==> src/rtl/trig_req_scheduler_pkg.sv <==
// rtl/trig_req_scheduler_pkg.sv - shared types and constants for the sincos request scheduler
package trig_pkg;

    localparam int FP32_W = 32;
    localparam logic [FP32_W-1:0] FP32_ZERO = 32'h0000_0000;

    typedef enum logic [2:0] {
        IDLE,
        ISSUE,
        WAIT_BUSY,
        WAIT_DONE,
        RESP
    } trig_state_t;

endpackage

==> src/rtl/trig_req_scheduler_if.sv <==
// rtl/trig_req_scheduler_if.sv - requester and sincos-unit signal bundle for the scheduler
interface trig_req_scheduler_if #(
    parameter int NUM_REQ = 4
);
    import trig_pkg::*;

    logic [NUM_REQ-1:0]        req_valid;
    logic [FP32_W*NUM_REQ-1:0] req_opx;
    logic [NUM_REQ-1:0]        req_ready;
    logic [NUM_REQ-1:0]        rsp_valid;
    logic [FP32_W-1:0]         rsp_sin;
    logic [FP32_W-1:0]         rsp_cos;
    logic                      rsp_err;
    logic                      unit_start;
    logic [FP32_W-1:0]         unit_opx;
    logic [FP32_W-1:0]         unit_sin;
    logic [FP32_W-1:0]         unit_cos;
    logic                      unit_done;
    logic                      busy;

    modport master (
        output req_valid, req_opx, unit_sin, unit_cos, unit_done,
        input  req_ready, rsp_valid, rsp_sin, rsp_cos, rsp_err, unit_start, unit_opx, busy
    );

    modport slave (
        input  req_valid, req_opx, unit_sin, unit_cos, unit_done,
        output req_ready, rsp_valid, rsp_sin, rsp_cos, rsp_err, unit_start, unit_opx, busy
    );

endinterface

==> src/rtl/trig_req_scheduler_rr_arbiter.sv <==
// rtl/trig_req_scheduler_rr_arbiter.sv - combinational round-robin pick starting after ptr
module rr_arbiter #(
    parameter int N  = 4,
    parameter int IW = $clog2(N)
) (
    input  logic [N-1:0]  req,
    input  logic [IW-1:0] ptr,
    output logic [N-1:0]  grant,
    output logic [IW-1:0] idx
);

    logic [IW-1:0] sel;

    // Walk from the farthest candidate back to ptr+1 so the nearest requester overwrites.
    always_comb begin
        grant = '0;
        idx   = '0;
        sel   = '0;
        for (int k = N; k >= 1; k--) begin
            sel = IW'((int'(ptr) + k) % N);
            if (req[sel]) begin
                grant      = '0;
                grant[sel] = 1'b1;
                idx        = sel;
            end
        end
    end

endmodule

==> src/rtl/trig_req_scheduler.sv <==
// rtl/trig_req_scheduler.sv - round-robin sharing of one sincos unit among NUM_REQ requesters
module trig_req_scheduler
    import trig_pkg::*;
#(
    parameter int NUM_REQ = 4,
    parameter int TIMEOUT = 255
) (
    input  logic                 clk,
    input  logic                 rst,
    trig_req_scheduler_if.slave  bus
);

    localparam int IW = $clog2(NUM_REQ);
    localparam int TW = $clog2(TIMEOUT + 1);
    localparam logic [TW-1:0] TMO_LAST = TW'(TIMEOUT - 1);
    localparam logic [TW-1:0] TMO_MAX  = TW'(TIMEOUT);

    trig_state_t          state;
    logic [IW-1:0]        ptr;
    logic [IW-1:0]        gidx;
    logic [TW-1:0]        timer;
    logic [NUM_REQ-1:0]   win_grant;
    logic [IW-1:0]        win_idx;
    logic [FP32_W-1:0]    res_sin, res_cos;
    logic                 res_err;

    logic [NUM_REQ-1:0]   req_ready_q, rsp_valid_q;
    logic [FP32_W-1:0]    rsp_sin_q, rsp_cos_q, unit_opx_q;
    logic                 rsp_err_q, unit_start_q, busy_q;

    logic                 timer_hit;
    logic [TW-1:0]        timer_next;

    rr_arbiter #(.N(NUM_REQ), .IW(IW)) u_arb (
        .req   (bus.req_valid),
        .ptr   (ptr),
        .grant (win_grant),
        .idx   (win_idx)
    );

    // timer holds the number of wait cycles already completed, so this cycle is timer+1
    assign timer_hit  = (timer == TMO_LAST);
    assign timer_next = (timer == TMO_MAX) ? timer : timer + TW'(1);

    always_ff @(posedge clk or posedge rst) begin
        if (rst) begin
            state        <= IDLE;
            ptr          <= IW'(NUM_REQ - 1);
            gidx         <= '0;
            timer        <= '0;
            res_sin      <= FP32_ZERO;
            res_cos      <= FP32_ZERO;
            res_err      <= 1'b0;
            req_ready_q  <= '0;
            rsp_valid_q  <= '0;
            rsp_sin_q    <= FP32_ZERO;
            rsp_cos_q    <= FP32_ZERO;
            rsp_err_q    <= 1'b0;
            unit_start_q <= 1'b0;
            unit_opx_q   <= FP32_ZERO;
            busy_q       <= 1'b0;
        end else begin
            req_ready_q  <= '0;
            rsp_valid_q  <= '0;
            unit_start_q <= 1'b0;
            case (state)
                IDLE: begin
                    if (|bus.req_valid) begin
                        gidx         <= win_idx;
                        unit_opx_q   <= bus.req_opx[int'(win_idx)*FP32_W +: FP32_W];
                        req_ready_q  <= win_grant;
                        unit_start_q <= 1'b1;
                        busy_q       <= 1'b1;
                        state        <= ISSUE;
                    end
                end
                ISSUE: begin
                    ptr   <= gidx;
                    timer <= '0;
                    state <= WAIT_BUSY;
                end
                WAIT_BUSY: begin
                    timer <= timer_next;
                    if (timer_hit) begin
                        res_sin <= FP32_ZERO;
                        res_cos <= FP32_ZERO;
                        res_err <= 1'b1;
                        state   <= RESP;
                    end else if (!bus.unit_done) begin
                        state <= WAIT_DONE;
                    end
                end
                WAIT_DONE: begin
                    timer <= timer_next;
                    // a result arriving on the last allowed cycle still counts
                    if (bus.unit_done) begin
                        res_sin <= bus.unit_sin;
                        res_cos <= bus.unit_cos;
                        res_err <= 1'b0;
                        state   <= RESP;
                    end else if (timer_hit) begin
                        res_sin <= FP32_ZERO;
                        res_cos <= FP32_ZERO;
                        res_err <= 1'b1;
                        state   <= RESP;
                    end
                end
                RESP: begin
                    rsp_valid_q <= NUM_REQ'(1) << gidx;
                    rsp_sin_q   <= res_sin;
                    rsp_cos_q   <= res_cos;
                    rsp_err_q   <= res_err;
                    busy_q      <= 1'b0;
                    state       <= IDLE;
                end
                default: state <= IDLE;
            endcase
        end
    end

    assign bus.req_ready  = req_ready_q;
    assign bus.rsp_valid  = rsp_valid_q;
    assign bus.rsp_sin    = rsp_sin_q;
    assign bus.rsp_cos    = rsp_cos_q;
    assign bus.rsp_err    = rsp_err_q;
    assign bus.unit_start = unit_start_q;
    assign bus.unit_opx   = unit_opx_q;
    assign bus.busy       = busy_q;

endmodule

==> src/flat_wrapper.sv <==
// flat-port wrapper written by rule: the top's interface ports become plain ports
module trig_req_scheduler_flat import trig_pkg::*;
#(
    parameter int NUM_REQ = 4,
    parameter int TIMEOUT = 255
)
  (clk, rst, bus_req_valid, bus_req_opx, bus_unit_sin, bus_unit_cos, bus_unit_done, bus_req_ready, bus_rsp_valid, bus_rsp_sin, bus_rsp_cos, bus_rsp_err, bus_unit_start, bus_unit_opx, bus_busy);
  trig_req_scheduler_if #(.NUM_REQ(NUM_REQ)) bus_i ();
  input  logic clk;
  input  logic rst;
  input wire logic [$bits(bus_i.req_valid)-1:0] bus_req_valid;
  input wire logic [$bits(bus_i.req_opx)-1:0] bus_req_opx;
  input wire logic [$bits(bus_i.unit_sin)-1:0] bus_unit_sin;
  input wire logic [$bits(bus_i.unit_cos)-1:0] bus_unit_cos;
  input wire logic [$bits(bus_i.unit_done)-1:0] bus_unit_done;
  output wire logic [$bits(bus_i.req_ready)-1:0] bus_req_ready;
  output wire logic [$bits(bus_i.rsp_valid)-1:0] bus_rsp_valid;
  output wire logic [$bits(bus_i.rsp_sin)-1:0] bus_rsp_sin;
  output wire logic [$bits(bus_i.rsp_cos)-1:0] bus_rsp_cos;
  output wire logic [$bits(bus_i.rsp_err)-1:0] bus_rsp_err;
  output wire logic [$bits(bus_i.unit_start)-1:0] bus_unit_start;
  output wire logic [$bits(bus_i.unit_opx)-1:0] bus_unit_opx;
  output wire logic [$bits(bus_i.busy)-1:0] bus_busy;
  assign bus_i.req_valid = bus_req_valid;
  assign bus_i.req_opx = bus_req_opx;
  assign bus_i.unit_sin = bus_unit_sin;
  assign bus_i.unit_cos = bus_unit_cos;
  assign bus_i.unit_done = bus_unit_done;
  assign bus_req_ready = bus_i.req_ready;
  assign bus_rsp_valid = bus_i.rsp_valid;
  assign bus_rsp_sin = bus_i.rsp_sin;
  assign bus_rsp_cos = bus_i.rsp_cos;
  assign bus_rsp_err = bus_i.rsp_err;
  assign bus_unit_start = bus_i.unit_start;
  assign bus_unit_opx = bus_i.unit_opx;
  assign bus_busy = bus_i.busy;
  trig_req_scheduler #(.NUM_REQ(NUM_REQ), .TIMEOUT(TIMEOUT)) u_core (.clk(clk), .rst(rst), .bus(bus_i));
endmodule
==> config.mk <==
export PLATFORM = sky130hd
export DESIGN_NAME = trig_req_scheduler_flat
export DESIGN_NICKNAME = d
export VERILOG_FILES = /design/src/rtl/trig_req_scheduler_pkg.sv /design/src/rtl/trig_req_scheduler_if.sv /design/src/rtl/trig_req_scheduler_rr_arbiter.sv /design/src/rtl/trig_req_scheduler.sv /design/src/flat_wrapper.sv
export SDC_FILE = /design/constraint.sdc
export NUM_CORES = 1
export LEC_CHECK = 0
export ABC_CLOCK_PERIOD_IN_PS = 11400
export BUFFER_PORTS_ARGS = -buffer_cell sky130_fd_sc_hd__clkbuf_2
export CORE_ASPECT_RATIO = 1.5
export CORE_UTILIZATION = 30
export DETAILED_ROUTE_END_ITERATION = 12
export PLACE_DENSITY = 0.56
export SLEW_MARGIN = 10
export SYNTH_ARGS = -nofsm -noshare
export SYNTH_HDL_FRONTEND = slang
export SYNTH_SLANG_ARGS = --single-unit
==> constraint.sdc <==
create_clock -name clk -period 11.4 [get_ports clk]
set_input_delay 2.85 -clock clk [delete_from_list [all_inputs] [get_ports clk]]
set_output_delay 2.85 -clock clk [all_outputs]
set_load 0.1 [all_outputs]
Word-level counts from Yosys, hierarchy flattened. Cells that the tools add are included.

Add/subtract/negate cells: 5. Reduce and logical (&&, ||, !) cells: 14. Order comparisons: 8. Equality and inequality tests: 10. Muxes and demuxes: 48. Shifts and indexed selects: 2.

Operators with widths (number): 32-bit 2-to-1 mux (4); 32-bit one-hot mux with 2 select lines (2); 128-bit by 8-bit indexed part select with 32-bit output (1); 4-bit 2-to-1 mux (7); 8-bit == test (second input constant) (2); 8-bit one-hot mux with 2 select lines (1); 3-bit 2-to-1 mux (5); 1-bit 2-to-1 mux (13); 2-bit by 3-bit less-than comparator with 1-bit output (second input constant) (4); 3-bit one-hot mux with 4 select lines (1); 8-bit by 1-bit adder with 8-bit output (second input constant) (1); 1-bit binary-select mux with 2-bit select (4); 1-bit demux with 2-bit select (4); 2-bit by 1-bit greater-or-equal comparator with 1-bit output (second input constant) (4); 2-bit 2-to-1 mux (4); 8-bit 2-to-1 mux (1); 3-bit by 2-bit == test with 1-bit output (second input constant) (2); 3-bit by 2-bit != test with 1-bit output (second input constant) (2); 2-bit AND reduction (3); 2-bit nonzero test (3); 2-bit by 1-bit adder with 2-bit output (second input constant) (2); 2-bit adder (second input constant) (2); 1-bit logical AND (4); 1-bit one-hot mux with 2 select lines (2); 9 further kinds (9).

Register bits: 187.

Depth between registers and ports, before layout.
Word-level depth: 11. Gate-level depth with buffers: 11. Gate-level depth less buffers: 8.

Cells and area by module. A second synthesis with hierarchy kept.

Cells, all modules: 686. Area total of the unflattened synthesis: 8587.0 sq um.

Modules (own cells, without submodules): trig_req_scheduler (sequential area each 4682.0 sq um, cells each 624, area an instance 8064.0 sq um, instances 1); rr_arbiter (sequential area each 0.0 sq um, cells each 62, area an instance 523.0 sq um, instances 1).

Least setup slack after synthesis. Ideal clock, no wire load.

Kind: in2reg. From: in bus_req_valid[2]. To: reg u_core.unit_opx_q[28], in the netlist u_core.bus.unit_opx[28]. Setup slack: 6.546 ns. Stages on the path: 6. Data arrival time: 4.727 ns. Data required time: 11.274 ns. Cell sequence: clkbuf_1 -> mux4_2 -> and3_4 -> nor3_4 -> mux2_2 -> a221o_1.

Longest elaborated chain between the ends: 7.

RTL lines: from (decl) (line flat_wrapper.sv:11) `input wire logic [$bits(bus_i.req_valid)-1:0] bus_req_valid;`; 1-bit binary-select mux with 2-bit select (line trig_req_scheduler_rr_arbiter.sv:21) `if (req[sel]) begin`; 1-bit 2-to-1 mux (not written as such) (line trig_req_scheduler_rr_arbiter.sv:21); 2-bit 2-to-1 mux (4 in a row) (line trig_req_scheduler_rr_arbiter.sv:21); 128-bit by 8-bit indexed part select with 32-bit output (line trig_req_scheduler.sv:70) `unit_opx_q <= bus.req_opx[int'(win_idx)*FP32_W +: FP32_W];`; to (signal assigned) (line trig_req_scheduler.sv:70); to (decl) (line trig_req_scheduler.sv:28) `logic [FP32_W-1:0] rsp_sin_q, rsp_cos_q, unit_opx_q;`.

Parallel ways exist; a longest one is shown, timed or not. The select of a mux whose other input is x is not followed. A chain may end at the register's enable or synchronous reset.

Final worst setup path.
From: in bus_req_valid[3]. To: reg u_core.unit_opx_q[30], in the netlist u_core.bus.unit_opx[30].

The elaborated chain is that of the path after synthesis.

==> flow_summary.json <==
{
  "synth.net_count": 987,
  "synth-seq-cells": 187,
  "clk_pin_slew_worst_paths_ns": 0.08,
  "drcViolationCount": 0,
  "grt_max_degree": 118,
  "most-common-layout-cells": "sky130_fd_sc_hd__clkbuf_2 (305), sky130_fd_sc_hd__nand2_1 (213), sky130_fd_sc_hd__dfrtp_1 (185)",
  "cts_tree": "done",
  "critical_path_buf_inv_count": 2,
  "start_kind": "input port",
  "post_layout_nonfiller_instances": 1418,
  "fp.dieArea_um2": 29110,
  "grt_remaining_overflow": 0,
  "fin_crit_ns": 5.221,
  "vias_per_cell": 4.878,
  "number_of_global_route_vias_before_repair": 7205,
  "setup-tns-final_ns": 0,
  "crit_path_end_kind": "flip-flop",
  "placeableCoreArea_um2": 27960,
  "clock_insertion_delay_worst_skew_ns": 0.44,
  "die_height_um": 208.5,
  "grt_use_total": 0.1732,
  "setup.worst_path.start": "bus_req_valid[3]",
  "slew_headroom": 0.2456,
  "cts_hold_repair.buffers": 0,
  "antenna_violating_nets_post_route": 0,
  "start_util": 0.3049,
  "global_route_wire_length_before_repair_mm": 38.96,
  "area_of_all_placed_cells_without_fillers_um2": 10860,
  "die_x_um": 139.6,
  "clock_root_buffer_master": "sky130_fd_sc_hd__clkbuf_16",
  "outcome": "finished clean",
  "min_from": "u_core.res_sin[29]$_DFFE_PP0N_",
  "dp_hpwl_mm": 17.03,
  "synth_warnings": 0,
  "yosys_most_used_dff": "sky130_fd_sc_hd__dfrtp_1",
  "critical_path_peak_fanout": 60,
  "critical_path_required_ns": 11.73,
  "antenna_found_initial": 2,
  "drtIter0Drc": 264,
  "dp_cells": 1385,
  "data_arrival_time_of_the_critical_path_ns": 5.55,
  "clock-skew-final_ns": 0.01140,
  "critPathTopFamily": "multiplexers",
  "synth_top_cells_by_area": "sky130_fd_sc_hd__dfrtp_1 (54%), sky130_fd_sc_hd__nand2_1 (9.4%), sky130_fd_sc_hd__a22o_1 (7.1%), sky130_fd_sc_hd__mux2i_1 (6.9%), sky130_fd_sc_hd__a221oi_2 (4.8%)",
  "syn-cell-area_um2": 8526,
  "area_growth_syn_to_fin_pct": 27.37,
  "cts_max_path_buffers": 2,
  "synthesis.instances": 780,
  "timing.setup.critical_path_class": "input port to flip-flop",
  "drive_above_1_share": 0.3725,
  "clkSinkCount": 187,
  "firstDrtPassIters": 5,
  "cpMaxStageDelayCell": "sky130_fd_sc_hd__buf_4",
  "synth_edf_count": 0,
  "layout_worst_path_cycle_share": 0.4580,
  "setup_slack_ns": 6.179,
  "synth_top_area_cell": "sky130_fd_sc_hd__dfrtp_1",
  "numCtsBuffers": 17,
  "worst-slew-pin-transition_ns": 1.129,
  "detailed_place.area_um2": 10260,
  "drv_slew": 0,
  "synth_area_per_cell_um2": 10.93,
  "drv_cap": 0,
  "layout.cells.most_common": "sky130_fd_sc_hd__clkbuf_2",
  "ys_seq_area_frac": 0.5492,
  "average_detailed_routed_wire_length_per_instance_um": 17.49,
  "grt_setup_unrepaired": "no",
  "port-buffer-count": 305,
  "worst_r2r_startpoint": "u_core.ptr[0]$_DFFE_PP1N_",
  "htree_num_levels": 4,
  "cts_resized": 0,
  "setup_viol": 0,
  "detailedPlace.worstSlack_ns": 5.702,
  "max_freq_mhz": 191.5,
  "finalWeightedCongestion": 0.8334,
  "nets": 1265,
  "final_hold_viol_count": 0,
  "critical-path-max-stage-delay_ns": 0.75,
  "io_pins": 306,
  "post_cts_setup_repair_bufs": 0,
  "via_count": 6917,
  "synth_top_area_share": 0.5430,
  "drt-total-wl_mm": 24.80,
  "fp-row-count": 75,
  "hold_class": "flip-flop to flip-flop",
  "synth-async-reset-ratio": 1.000,
  "synth.lib_cells_used.distinct": 56,
  "worstPathCellList": "clkbuf_2, mux4_2, nand2b_2, a21oi_2, nor3_4, buf_4, mux2_2, a221o_1"
}
## Yosys cell counts (2+ instances only)
master / instances
sky130_fd_sc_hd__nand2_1: 214
sky130_fd_sc_hd__dfrtp_1: 185
sky130_fd_sc_hd__a22o_1: 69
sky130_fd_sc_hd__mux2i_1: 59
sky130_fd_sc_hd__nor2_1: 51
sky130_fd_sc_hd__clkbuf_1: 30
sky130_fd_sc_hd__a221oi_2: 27
sky130_fd_sc_hd__inv_1: 12
sky130_fd_sc_hd__o21ai_0: 10
sky130_fd_sc_hd__buf_1: 8
sky130_fd_sc_hd__ha_1: 8
sky130_fd_sc_hd__mux2_2: 8
sky130_fd_sc_hd__a221o_1: 6
sky130_fd_sc_hd__a22oi_1: 5
sky130_fd_sc_hd__buf_4: 5
sky130_fd_sc_hd__nand4_1: 5
sky130_fd_sc_hd__o31ai_1: 5
sky130_fd_sc_hd__a2111oi_0: 4
sky130_fd_sc_hd__a211oi_1: 4
sky130_fd_sc_hd__a21oi_1: 4
sky130_fd_sc_hd__buf_8: 4
sky130_fd_sc_hd__nand2b_1: 4
sky130_fd_sc_hd__xor2_1: 4
sky130_fd_sc_hd__and2_1: 3
sky130_fd_sc_hd__and3_1: 3
sky130_fd_sc_hd__buf_2: 3
sky130_fd_sc_hd__nor3_1: 3
sky130_fd_sc_hd__buf_12: 2
sky130_fd_sc_hd__buf_6: 2
sky130_fd_sc_hd__dfstp_2: 2
sky130_fd_sc_hd__mux4_2: 2
sky130_fd_sc_hd__nand3_1: 2
sky130_fd_sc_hd__nor3b_1: 2
sky130_fd_sc_hd__nor4_1: 2
sky130_fd_sc_hd__or3b_2: 2
## through the flow
| stage | util | hold slack [ns] |
|---|---|---|
| floorplan | - | 0.4394 |
| global placement | 0.3670 | 0.4450 |
| detailed placement | 0.3670 | 0.4511 |
| CTS | 0.3882 | 0.4686 |
| global route | 0.3882 | 0.4834 |
| finish | 0.3883 | 0.4659 |
## flip-flops by register name, summed over array words and instances, names as in the netlist
name / cells
u_core.bus.rsp_cos: 32
u_core.bus.rsp_sin: 32
u_core.bus.unit_opx: 32
u_core.res_cos: 32
u_core.res_sin: 32
u_core.timer: 8
u_core.bus.req_ready: 4
u_core.bus.rsp_valid: 4
u_core.state: 3
u_core.gidx: 2
u_core.ptr: 2
u_core.bus.busy: 1
u_core.bus.rsp_err: 1
u_core.bus.unit_start: 1
u_core.res_err: 1
## path summary, 6_finish.rpt
kind | end | slack, ns | depth (start not counted)
hold reg to reg | u_core.bus.rsp_sin[29]$_DFFE_PP0P_ | 0.47 | 2
max in group asynchronous | u_core.bus.rsp_sin[5]$_DFFE_PP0P_ | 7.29 | 3
hold / removal | u_core.bus.rsp_sin[29]$_DFFE_PP0P_ | 0.47 | 2
setup / recovery | u_core.bus.unit_opx[30]$_DFFE_PP0P_ | 6.18 | 8
setup reg to reg | u_core.bus.unit_opx[30]$_DFFE_PP0P_ | 6.82 | 9
min in group asynchronous | u_core.bus.unit_opx[26]$_DFFE_PP0P_ | 2.55 | 2
## cell type report
class	count	area, um2
clock inverters	12	136.4
diodes	1	2.502
flip-flops and latches	187	4682
repair buffers	314	1594
fillers	2792	17110
multi-input cells	525	3498
inverters	13	56.30
clock buffers	20	456.7
well taps	346	432.9
## cells by family after synthesis
family | after synthesis | share of synthesized area
buffers and inverters | 68 | 0.04403
flip-flops | 187 | 0.5492
AO/OA/AOI/OAI | 143 | 0.1594
multiplexers | 69 | 0.08512
XOR/XNOR | 5 | 0.005136
adder cells (fa/ha/maj) | 8 | 0.01174
AND/OR/NAND/NOR | 300 | 0.1454
## worst register-to-register path: stages, from the launching register on
cell,delay [ns]
sky130_fd_sc_hd__dfstp_2,0.85
sky130_fd_sc_hd__clkinv_1,0.50
sky130_fd_sc_hd__ha_1,0.71
sky130_fd_sc_hd__mux4_2,0.45
sky130_fd_sc_hd__nand2b_2,0.22
sky130_fd_sc_hd__a21oi_2,0.10
sky130_fd_sc_hd__nor3_4,0.12
sky130_fd_sc_hd__buf_4,0.75
sky130_fd_sc_hd__mux2_2,0.45
sky130_fd_sc_hd__a221o_1,0.32
## layer usage
layer | GRT usage | up-vias | routed length (um)
li1 | - | 3282 | -
met4 | 0.1000 | 4 | 1058
met2 | 0.2968 | 268 | 12180
met3 | 0.04580 | 43 | 1530
met1 | 0.1932 | 3320 | 10010
met5 | 0 | - | 22
Power is not shown: default switching activity piles up to over one toggle a cycle in this logic, so the estimate is an artifact.
